`config.mk`:
```
export PLATFORM = sky130hd
export DESIGN_NAME = fetch_pc_unit
export DESIGN_NICKNAME = d
export VERILOG_FILES = /design/src/rtl/fetch_pkg.sv /design/src/rtl/fetch_pc_reg.sv /design/src/rtl/fetch_pc_unit.sv
export SDC_FILE = /design/constraint.sdc
export NUM_CORES = 1
export LEC_CHECK = 0
export CORE_AREA = 2 2 130 132
export DETAILED_ROUTE_END_ITERATION = 16
export DIE_AREA = 0 0 132 134
export PLACE_DENSITY = 0.88
export SYNTH_ARGS = -nofsm -noshare
export SYNTH_HDL_FRONTEND = slang
export SYNTH_SLANG_ARGS = --single-unit
```
`constraint.sdc`:
```
create_clock -name i_clk -period 2.2 [get_ports i_clk]
set_clock_uncertainty 0.05 [all_clocks]
set_input_delay 0.55 -clock i_clk [delete_from_list [all_inputs] [get_ports i_clk]]
set_output_delay 0.55 -clock i_clk [all_outputs]
set_load 0.05 [all_outputs]
```
`src/rtl/fetch_pkg.sv`:
```
// Shared types and widths for the fetch PC unit: FSM state encoding,
// datapath widths and the sequential PC increment.
package fetch_pkg;
  localparam int XLEN    = 64;
  localparam int INSTR_W = 32;
  localparam logic [XLEN-1:0] PC_INC = 64'd4;

  typedef enum logic [2:0] {
    ST_IDLE  = 3'd0,
    ST_REQ   = 3'd1,
    ST_WAIT  = 3'd2,
    ST_EXEC  = 3'd3,
    ST_FAULT = 3'd4
  } fetch_state_e;
endpackage

```
`src/rtl/fetch_pc_reg.sv`:
```
// Program-counter register with synchronous active-low reset to RESET_PC,
// a load enable, and the modulo-2^64 +4 incrementer feeding the next-PC mux.
module fetch_pc_reg
  import fetch_pkg::*;
#(
  parameter logic [XLEN-1:0] RESET_PC = '0
) (
  input  logic            i_clk,
  input  logic            i_reset_n,
  input  logic            i_load,
  input  logic [XLEN-1:0] i_load_val,
  output logic [XLEN-1:0] o_pc,
  output logic [XLEN-1:0] o_pc_plus4
);
  logic [XLEN-1:0] r_pc;

  always_ff @(posedge i_clk) begin
    if (!i_reset_n) begin
      r_pc <= RESET_PC;
    end else if (i_load) begin
      r_pc <= i_load_val;
    end
  end

  assign o_pc       = r_pc;
  // Carry out of bit 63 is dropped on purpose: the PC wraps to zero.
  assign o_pc_plus4 = r_pc + PC_INC;
endmodule

```
`src/rtl/fetch_pc_unit.sv`:
```
// Fetch sequencer: IDLE -> REQ -> WAIT -> EXEC -> REQ, one instruction in flight.
// Macro FETCH_ALIGN_CHECK_EN: misaligned commit traps in FAULT instead of masking low PC bits.
module fetch_pc_unit
  import fetch_pkg::*;
#(
  parameter logic [XLEN-1:0] RESET_PC = '0
) (
  input  logic               i_clk,
  input  logic               i_reset_n,
  input  logic [XLEN-1:0]    i_next_pc,
  input  logic               i_commit,
  input  logic               i_stall,
  output logic [XLEN-1:0]    o_pc,
  output logic [XLEN-1:0]    o_pc_plus4,
  output logic               o_imem_req_valid,
  input  logic               i_imem_req_ready,
  output logic [XLEN-1:0]    o_imem_req_addr,
  input  logic               i_imem_rsp_valid,
  input  logic [INSTR_W-1:0] i_imem_rsp_data,
  output logic [INSTR_W-1:0] o_instr,
  output logic               o_instr_valid,
  output logic               o_misalign_fault
);
  localparam logic [XLEN-1:0] PC_ALIGN_MASK = ~64'd3;

  fetch_state_e       r_state;
  fetch_state_e       w_state_nxt;
  logic               w_req_valid;
  logic               w_fault;
  logic               w_commit_go;
  logic               w_rsp_take;
  logic               w_misalign;
  logic [XLEN-1:0]    w_pc;
  logic [XLEN-1:0]    w_pc_load_val;
  logic [INSTR_W-1:0] r_instr;
  logic               r_instr_valid;

  assign w_commit_go = (r_state == ST_EXEC) && i_commit && !i_stall;
  assign w_rsp_take  = (r_state == ST_WAIT) && i_imem_rsp_valid;

`ifdef FETCH_ALIGN_CHECK_EN
  assign w_misalign    = |i_next_pc[1:0];
  assign w_pc_load_val = i_next_pc;
`else
  assign w_misalign    = 1'b0;
  assign w_pc_load_val = i_next_pc & PC_ALIGN_MASK;
`endif

  fetch_pc_reg #(
    .RESET_PC (RESET_PC)
  ) u_pc_reg (
    .i_clk      (i_clk),
    .i_reset_n  (i_reset_n),
    .i_load     (w_commit_go),
    .i_load_val (w_pc_load_val),
    .o_pc       (w_pc),
    .o_pc_plus4 (o_pc_plus4)
  );

  always_ff @(posedge i_clk) begin
    if (!i_reset_n) begin
      r_state <= ST_IDLE;
    end else begin
      r_state <= w_state_nxt;
    end
  end

  always_comb begin
    w_state_nxt = r_state;
    w_req_valid = 1'b0;
    w_fault     = 1'b0;
    case (r_state)
      ST_IDLE:  w_state_nxt = ST_REQ;
      ST_REQ: begin
        w_req_valid = 1'b1;
        if (i_imem_req_ready) w_state_nxt = ST_WAIT;
      end
      ST_WAIT:  if (i_imem_rsp_valid) w_state_nxt = ST_EXEC;
      ST_EXEC:  if (w_commit_go) w_state_nxt = w_misalign ? ST_FAULT : ST_REQ;
      ST_FAULT: w_fault = 1'b1;
      default:  w_state_nxt = ST_IDLE;
    endcase
  end

  // Responses only count in WAIT, so stale beats after reset are dropped.
  always_ff @(posedge i_clk) begin
    if (!i_reset_n) begin
      r_instr       <= '0;
      r_instr_valid <= 1'b0;
    end else if (w_rsp_take) begin
      r_instr       <= i_imem_rsp_data;
      r_instr_valid <= 1'b1;
    end else if (w_commit_go) begin
      r_instr_valid <= 1'b0;
    end
  end

  assign o_pc             = w_pc;
  assign o_imem_req_addr  = w_pc;
  assign o_imem_req_valid = w_req_valid;
  assign o_instr          = r_instr;
  assign o_instr_valid    = r_instr_valid;
`ifdef FETCH_ALIGN_CHECK_EN
  assign o_misalign_fault = w_fault;
`else
  assign o_misalign_fault = 1'b0;
`endif
endmodule

```
After elaboration in Yosys (flattened, before gate mapping)
Index checks and enable logic that the tools add are counted.
{"block": "word_totals", "in_bits": 102, "wordCells": 27, "out_inout_bits": 227, "ff_bits": 98}
{"block": "classes", "n_addsub": 1, "reduce_logical": 7, "eq_ne": 7, "bitwise_logic": 1, "n_mux": 7}
{"operator": "64-bit by 3-bit adder with 64-bit output (second input constant)", "n": 1}
{"operator": "3-bit one-hot mux with 5 select lines", "n": 1}
{"operator": "3-bit 2-to-1 mux", "n": 3}
{"operator": "3-bit by 2-bit == test with 1-bit output (second input constant)", "n": 2}
{"operator": "2-bit inequality test (second input constant)", "n": 2}
{"operator": "4-bit AND reduction", "n": 1}
{"operator": "3-bit by 1-bit == test with 1-bit output (second input constant)", "n": 1}
{"operator": "3-bit == test (second input constant)", "n": 1}
{"operator": "1-bit logical AND", "n": 3}
{"operator": "3-bit logical NOT", "n": 1}
{"operator": "1-bit 2-to-1 mux", "n": 3}
{"operator": "2-bit by 1-bit inequality test with 1-bit output (second input constant)", "n": 1}
{"operator": "2-bit nonzero test", "n": 1}
{"operator": "1-bit logical NOT", "n": 1}
{"operator": "1-bit NOT", "n": 1}

Longest topological paths before layout
{"block": "logic_depth", "word_depth": 5, "depth_mapped": 7, "depth_no_buf": 6}

Cells and area by module
Synthesis repeated with hierarchy kept, for this count alone.
{"block": "hier_totals", "hier_cells": 634, "area_unflattened_um2": 5560.3}
{"mod": "fetch_pc_reg", "cells_each": 405, "n_inst": 1, "area_each_um2": 3689.8, "seq_area_each_um2": 1281.2}
{"mod": "fetch_pc_unit", "cells_each": 229, "n_inst": 1, "area_each_um2": 1870.5, "seq_area_each_um2": 700.7}

Worst setup path before layout
No wires, ideal clock.
{"block": "synth_timing", "path_type": "register -> output", "startpoint": "register u_pc_reg.r_pc[4], in the netlist u_pc_reg.o_pc[4]", "endpoint": "output o_pc_plus4[63]", "arrival_ps": 2869, "n_path_buf": 1, "path_slack_ps": -1269, "required_ps": 1600, "path_stages_with_launch": 7, "path_cell_list": "dfxtp_1 -> and4_4 -> nand4_4 -> or3_1 -> buf_4 -> nor4_4 -> xor2_1"}
{"block": "synth_between", "elab_chain_len": 1}
{"element": "from (decl)", "line": "fetch_pc_reg.sv:15", "rtl": "logic [XLEN-1:0] r_pc;"}
{"element": "from (signal assigned)", "line": "fetch_pc_reg.sv:21", "rtl": "r_pc <= i_load_val;"}
{"element": "64-bit by 3-bit adder with 64-bit output", "line": "fetch_pc_reg.sv:27", "rtl": "assign o_pc_plus4 = r_pc + PC_INC;"}
{"element": "to (decl)", "line": "fetch_pc_unit.sv:14", "rtl": "output logic [XLEN-1:0] o_pc_plus4,"}
Every way passes these cells.

Final worst setup path
{"block": "layout_timing", "startpoint": "register u_pc_reg.r_pc[41], in the netlist u_pc_reg.o_pc[41]", "endpoint": "output o_pc_plus4[60]"}
The elaborated chain is that of the path after synthesis.

==> metrics.yaml <==
status: "complete, but fails checks"
violations: "negative setup slack"
finalSetupViolations: 55
synth.largest_area_cell: "dfxtp_1"
dr_total_vias: 6486
relSlewSlack: 0.626
async_flop_share: 0
fin_nets: 1201
rsz0062_at_grt: "true"
synth_warnings: 0
clk_pin_slew_worst_paths_ps: 80
fin_crit_sh: 1.38
cp-end-kind: "output pin"
drt_first_pass_iters: 6
root_buffer: "clkbuf_16"
finish.utilization: 0.747
ctsLongestPathBuffers: 2
fin_area_um2: 12200
grt_max_degree: 98
setup_tns_ps: -31600
pwr_density_cell_nw_per_um2: 447
cts_sinks: 97
cap_violations: 0
cts_tree: "yes"
die_y_um: 134
grt_pass1_wl_um: 37900
std_cell_rows: 47
via_per_inst: 4.91
synth_flop_cell: "dfxtp_1"
ys_seq_area_frac: 0.358
core-area_um2: 16300
ys_types: 36
ys_ff_latch: 97
cts_hold_buf: 0
die-width_um: 132
synth_commonest_cells: "nand2_1 (218), dfxtp_1 (97), a21boi_0 (94)"
fmax_ghz: 0.330
multi_input_area_um2: 4400
start_util: 0.333
antenna_found_initial: 1
numCtsBuffers: 9
cp-start-kind: "register"
timing.final.ws_setup_ps: -826
grtUsageTotal: 0.274
htreeDepth: 3
clock_latency_ps: 350
overflow: 0
crit_arrival_ps: 2430
min_path_type: "reg -> reg"
synth_area_um2: 5430
ant_nets: 0
synthDominantCellAreaShare: 0.358
worstPathMaxFanout: 3
syn_inst: 693
dp_hpwl_um: 17400
area_growth_pct: 124
hold_ws_ps: 415
post_dp_cell_area_um2: 10800
num_io_pins: 329
n_fill_cell: 972
finalCriticalPeriod_ps: 3030
numPortBuffers: 319
synth_edf_count: 0
die-area_um2: 17700
route.detailed.drc: 0
synth_area_leaders: "dfxtp_1 (36%), nand2_1 (15%), a21boi_0 (13%)"
postRouteWirelength_um: 24800
drt-wirelength-per-cell_um: 18.8
path_class: "reg -> out"
first_global_vias: 6933
drv_slew: 0
p_leak_nw: 5.22
drive_gt1_frac: 0.485
critPathRequiredTime_ps: 1600
drtIter0Drc: 279
hold_violations: 0
tightest_slew_ps: 560
synth.most_common_cell: "nand2_1"
gp_congestion: 0.844
ir_drop_mv: 0.448
regArea_um2: 2110
syn_avg_cell_area_um2: 7.83
## final cells by class
| cell class | instances | share of cell area |
|---|---|---|
| flip-flops and latches | 97 | 0.174 |
| multi-input cells | 493 | 0.361 |
| diodes | 1 | 0.000206 |
| well taps | 220 | 0.0226 |
| clock inverters | 7 | 0.00565 |
| clock buffers | 9 | 0.0185 |
| inverters | 7 | 0.00216 |
| repair buffers | 487 | 0.416 |
## worst paths after layout
kind | startpoint | end | slack [ps] | depth (start not counted)
worst min register to register | o_instr[12] | o_instr[12] | 420 | 2
worst min-delay path | o_instr[12] | o_instr[12] | 420 | 2
worst max register to register | r_state[0] | r_state[0] | 490 | 6
worst max-delay path | u_pc_reg.o_pc[41] | o_pc_plus4[60] | -830 | 6
## state kept, by name, summed over array words and instances, names as in the netlist
register,flops
o_instr,32
u_pc_reg.o_pc,62
o_instr_valid,1
r_state,2
## metrics by stage
| stage | std cells | total power (W) | setup WS (ps) |
|---|---|---|---|
| after global routing | 1320 | 0.00566 | -897 |
| after CTS | 1312 | 0.00546 | -767 |
| after floorplan | 699 | 0.00308 | -573 |
| after global placement | 1278 | 0.00380 | -354 |
| after detailed placement | 1278 | 0.00384 | -473 |
| final | 1321 | 0.00544 | -826 |
## cell usage in the layout, fill, tap and decap left out, types with 8 or more instances in the layout
cell,netlist,layout
dfxtp_2,0,14
buf_12,0,71
buf_4,70,222
a21boi_0,94,94
nor2_4,0,14
dfxtp_1,97,42
nand3_4,0,16
clkdlybuf4s50_1,0,131
xnor2_4,0,27
and3_1,11,8
nand4_1,11,11
nor3_4,0,8
xor2_4,0,24
clkbuf_16,0,9
dfxtp_4,0,41
nand2_1,218,212
dlygate4sd2_1,0,21
buf_6,0,37
## cell families (layout without fill, tap and decap cells)
logic type,after synthesis,in the layout,share of synthesized area
adder cells (fa/ha/maj),4,4,0.00923
flip-flops,97,97,0.358
XOR/XNOR,60,60,0.0969
AND/OR/NAND/NOR,322,322,0.274
buffers and inverters,109,510,0.124
other,1,8,0.000691
AO/OA/AOI/OAI,100,100,0.137
## routing by layer
metal	global-route usage	up-vias	share of wire
met4	0.140	0	0.042
met3	0.0669	60	0.066
met5	0	-	0
li1	-	3006	-
met1	0.284	3121	0.35
met2	0.512	299	0.54
## power by group
group	leakage, nW	internal (W)	switching (W)	total [W]
clock	0.148	0.000804	0.000800	0.00160
sequential	0.824	0.00184	0.0000741	0.00191
combinational	4.25	0.000761	0.00116	0.00192
## timing repair
| action | in CTS | in global routing |
|---|---|---|
| pin swaps | 62 | 36 |
| endpoints found under the setup margin | 77 | 57 |
| gates resized for setup | 147 | 37 |
| setup buffers | 18 | 12 |
## worst max-delay path, stage by stage (launching register included)
cell     delay, ps
dfxtp_4        360
nand4_1        210
nor3_2         250
or4b_4         570
nor4_4         300
xor2_2         220
buf_12         160
Power figures use the tool's default switching activity.
==> variant: new RTL, same flow settings <==
Reset style: asynchronous (`i_reset_n`), changed in 3 clocked blocks. Comments in the files are not updated.
--- a/src/rtl/fetch_pc_reg.sv
+++ b/src/rtl/fetch_pc_reg.sv
@@ -16,3 +16,3 @@
 
-  always_ff @(posedge i_clk) begin
+  always_ff @(posedge i_clk or negedge i_reset_n) begin
     if (!i_reset_n) begin
--- a/src/rtl/fetch_pc_unit.sv
+++ b/src/rtl/fetch_pc_unit.sv
@@ -59,3 +59,3 @@
 
-  always_ff @(posedge i_clk) begin
+  always_ff @(posedge i_clk or negedge i_reset_n) begin
     if (!i_reset_n) begin
@@ -85,3 +85,3 @@
   // Responses only count in WAIT, so stale beats after reset are dropped.
-  always_ff @(posedge i_clk) begin
+  always_ff @(posedge i_clk or negedge i_reset_n) begin
     if (!i_reset_n) begin
Behaviour: differs if i_reset_n is asserted again (counterexample within 4 cycles, from zero or initial values and one cycle with i_reset_n low); with i_reset_n held inactive, the same outputs for 10 cycles.
==> variant against the original RTL <==
The flow still finishes with violations (setup timing). Highest routed layer unchanged. Area after synthesis grew 0.55%. Wire length down 14%. Sequential share of layout area is 4.2 points higher. Setup slack worse by 290 ps. Register-to-register slack improved by 20 ps. Sequential cell count unchanged. Via count is 19% lower. Design area decreased by 4.6%.
Power is left out: the tool's default activity adds up to more than one toggle a clock period on the data nets, which glitch-free logic cannot reach.
==> variant: results (changes against the original RTL) <==
| Metric | Value |
|---|---|
| Number of distinct library cells after synthesis | 35 (was 36) |
| Net count of the finished layout | 989 (was 1,201) |
| Fraction of registers with async set/reset | 100.0% (was 0%) |
| Minimum setup slack in the final design | -1114 ps (was -826.5 ps) |
| Total track usage | 23.31% (was 27.38%) |
| Slew at the pin closest to its max-slew limit | 542.5 ps (was 559.8 ps) |
| Worst-Skew Late Latency | 360 ps |
| DR vias/cell | 4.723 (was 4.910) |
| Slowest Stage Delay on Critical Path | 410 ps (was 570 ps) |
| Count of final setup violators | 57 (was 55) |
| Worst min-delay path class | primary input to asynchronous set/reset pin (was flop to flop) |
| CP max-delay cell | sky130_fd_sc_hd__or3b_4 (was sky130_fd_sc_hd__or4b_4) |
| DR pass1 iterations | 4 (was 6) |
| Initial DRC count | 204 (was 279) |
| Largest net degree at the start of global routing | 56 (was 98) |
| Routability Congestion | 0.7940 (was 0.8443) |
| Number of antenna violations at the first check in global routing | 0 (was 1) |
| Outcome | complete, but fails checks (unchanged) |
| Critical Path Fanout Max | 11 (was 3) |
| Share of post-route cells with drive strength above 1 | 67.57% (was 48.55%) |
| Final setup TNS | -41,720 ps (was -31,600 ps) |
| Via count of the first global-routing pass | 5,644 (was 6,933) |
| Register area share after synthesis | 44.50% (was 35.79%) |
| Compound-cell area share of the yosys netlist | 0.3670% (was 13.72%) |
| HPWL after detailed placement | 16,090 um (was 17,400 um) |
| Violated checks | setup timing (unchanged) |
| Post-Synth Adder-Cell Area | 0.9174% (was 0.9225%) |
| Worst slack after detailed placement | -840.5 ps (was -472.7 ps) |
variant: logic make-up (layout without fill, tap and decap cells):
group,Yosys count,in the layout
AO/OA/AOI/OAI,4,4
XOR/XNOR,60,60
adder cells (fa/ha/maj),4,4
buffers and inverters,98,489
flip-flops,97,97
multiplexers,95,95
other,1,7
AND/OR/NAND/NOR,132,132
variant: metal layers:
metal	share of wire (%)	track usage [%]	wire, um
met1	39	27.72	8300
met2	54	41.87	11490
met5	0	0	0
met3	4.7	4.497	1000
met4	3.0	8.696	632
variant: repair_timing:
item | 4_1_cts | 5_1_grt
setup buffers | 13 | 16
hold buffers | 0 | 0
setup endpoints to repair | 63 | 57
pin swaps | 31 | 28
resized for setup | 89 | 20
variant: layout make-up:
cell class | instances | area, sq um
Inverter | 16 | 60.06
Multi-Input combinational cell | 302 | 3777
Clock inverter | 7 | 93.84
Fill cell | 1065 | 4679
Tap cell | 220 | 275.3
Timing Repair Buffer | 457 | 4673
Clock buffer | 9 | 225.2
Sequential cell | 97 | 2505
variant: worst register-to-register path, stage by stage (launching register included):
cell	delay, ps
sky130_fd_sc_hd__dfrtp_1	420
sky130_fd_sc_hd__ha_1	220
sky130_fd_sc_hd__nand3b_1	150
sky130_fd_sc_hd__buf_4	320
sky130_fd_sc_hd__mux2_2	400
variant: per-stage QoR:
stage                     area, sq um  hold WS [ps]  cells
after floorplan                  6530         204.4    497
after global placement          10630         396.0   1070
after detailed placement        10630         401.4   1070
after CTS                       11470         15.44   1099
after global routing            11610         24.97   1108
final                           11610         17.96   1108
variant: worst paths after layout:
check / start / endpoint / slack (ps) / cells after the start
min reg2reg: o_instr_valid / o_instr_valid / 430 / 2
min in group i_clk: o_instr_valid / o_instr_valid / 430 / 2
max: u_pc_reg.o_pc[3] / o_pc_plus4[52] / -1110 / 8
max reg2reg: r_state[0] / u_pc_reg.o_pc[36] / 510 / 4
min: i_reset_n / u_pc_reg.o_pc[9] / 20 / 1
max in group asynchronous: i_reset_n / u_pc_reg.o_pc[28] / 1400 / 2
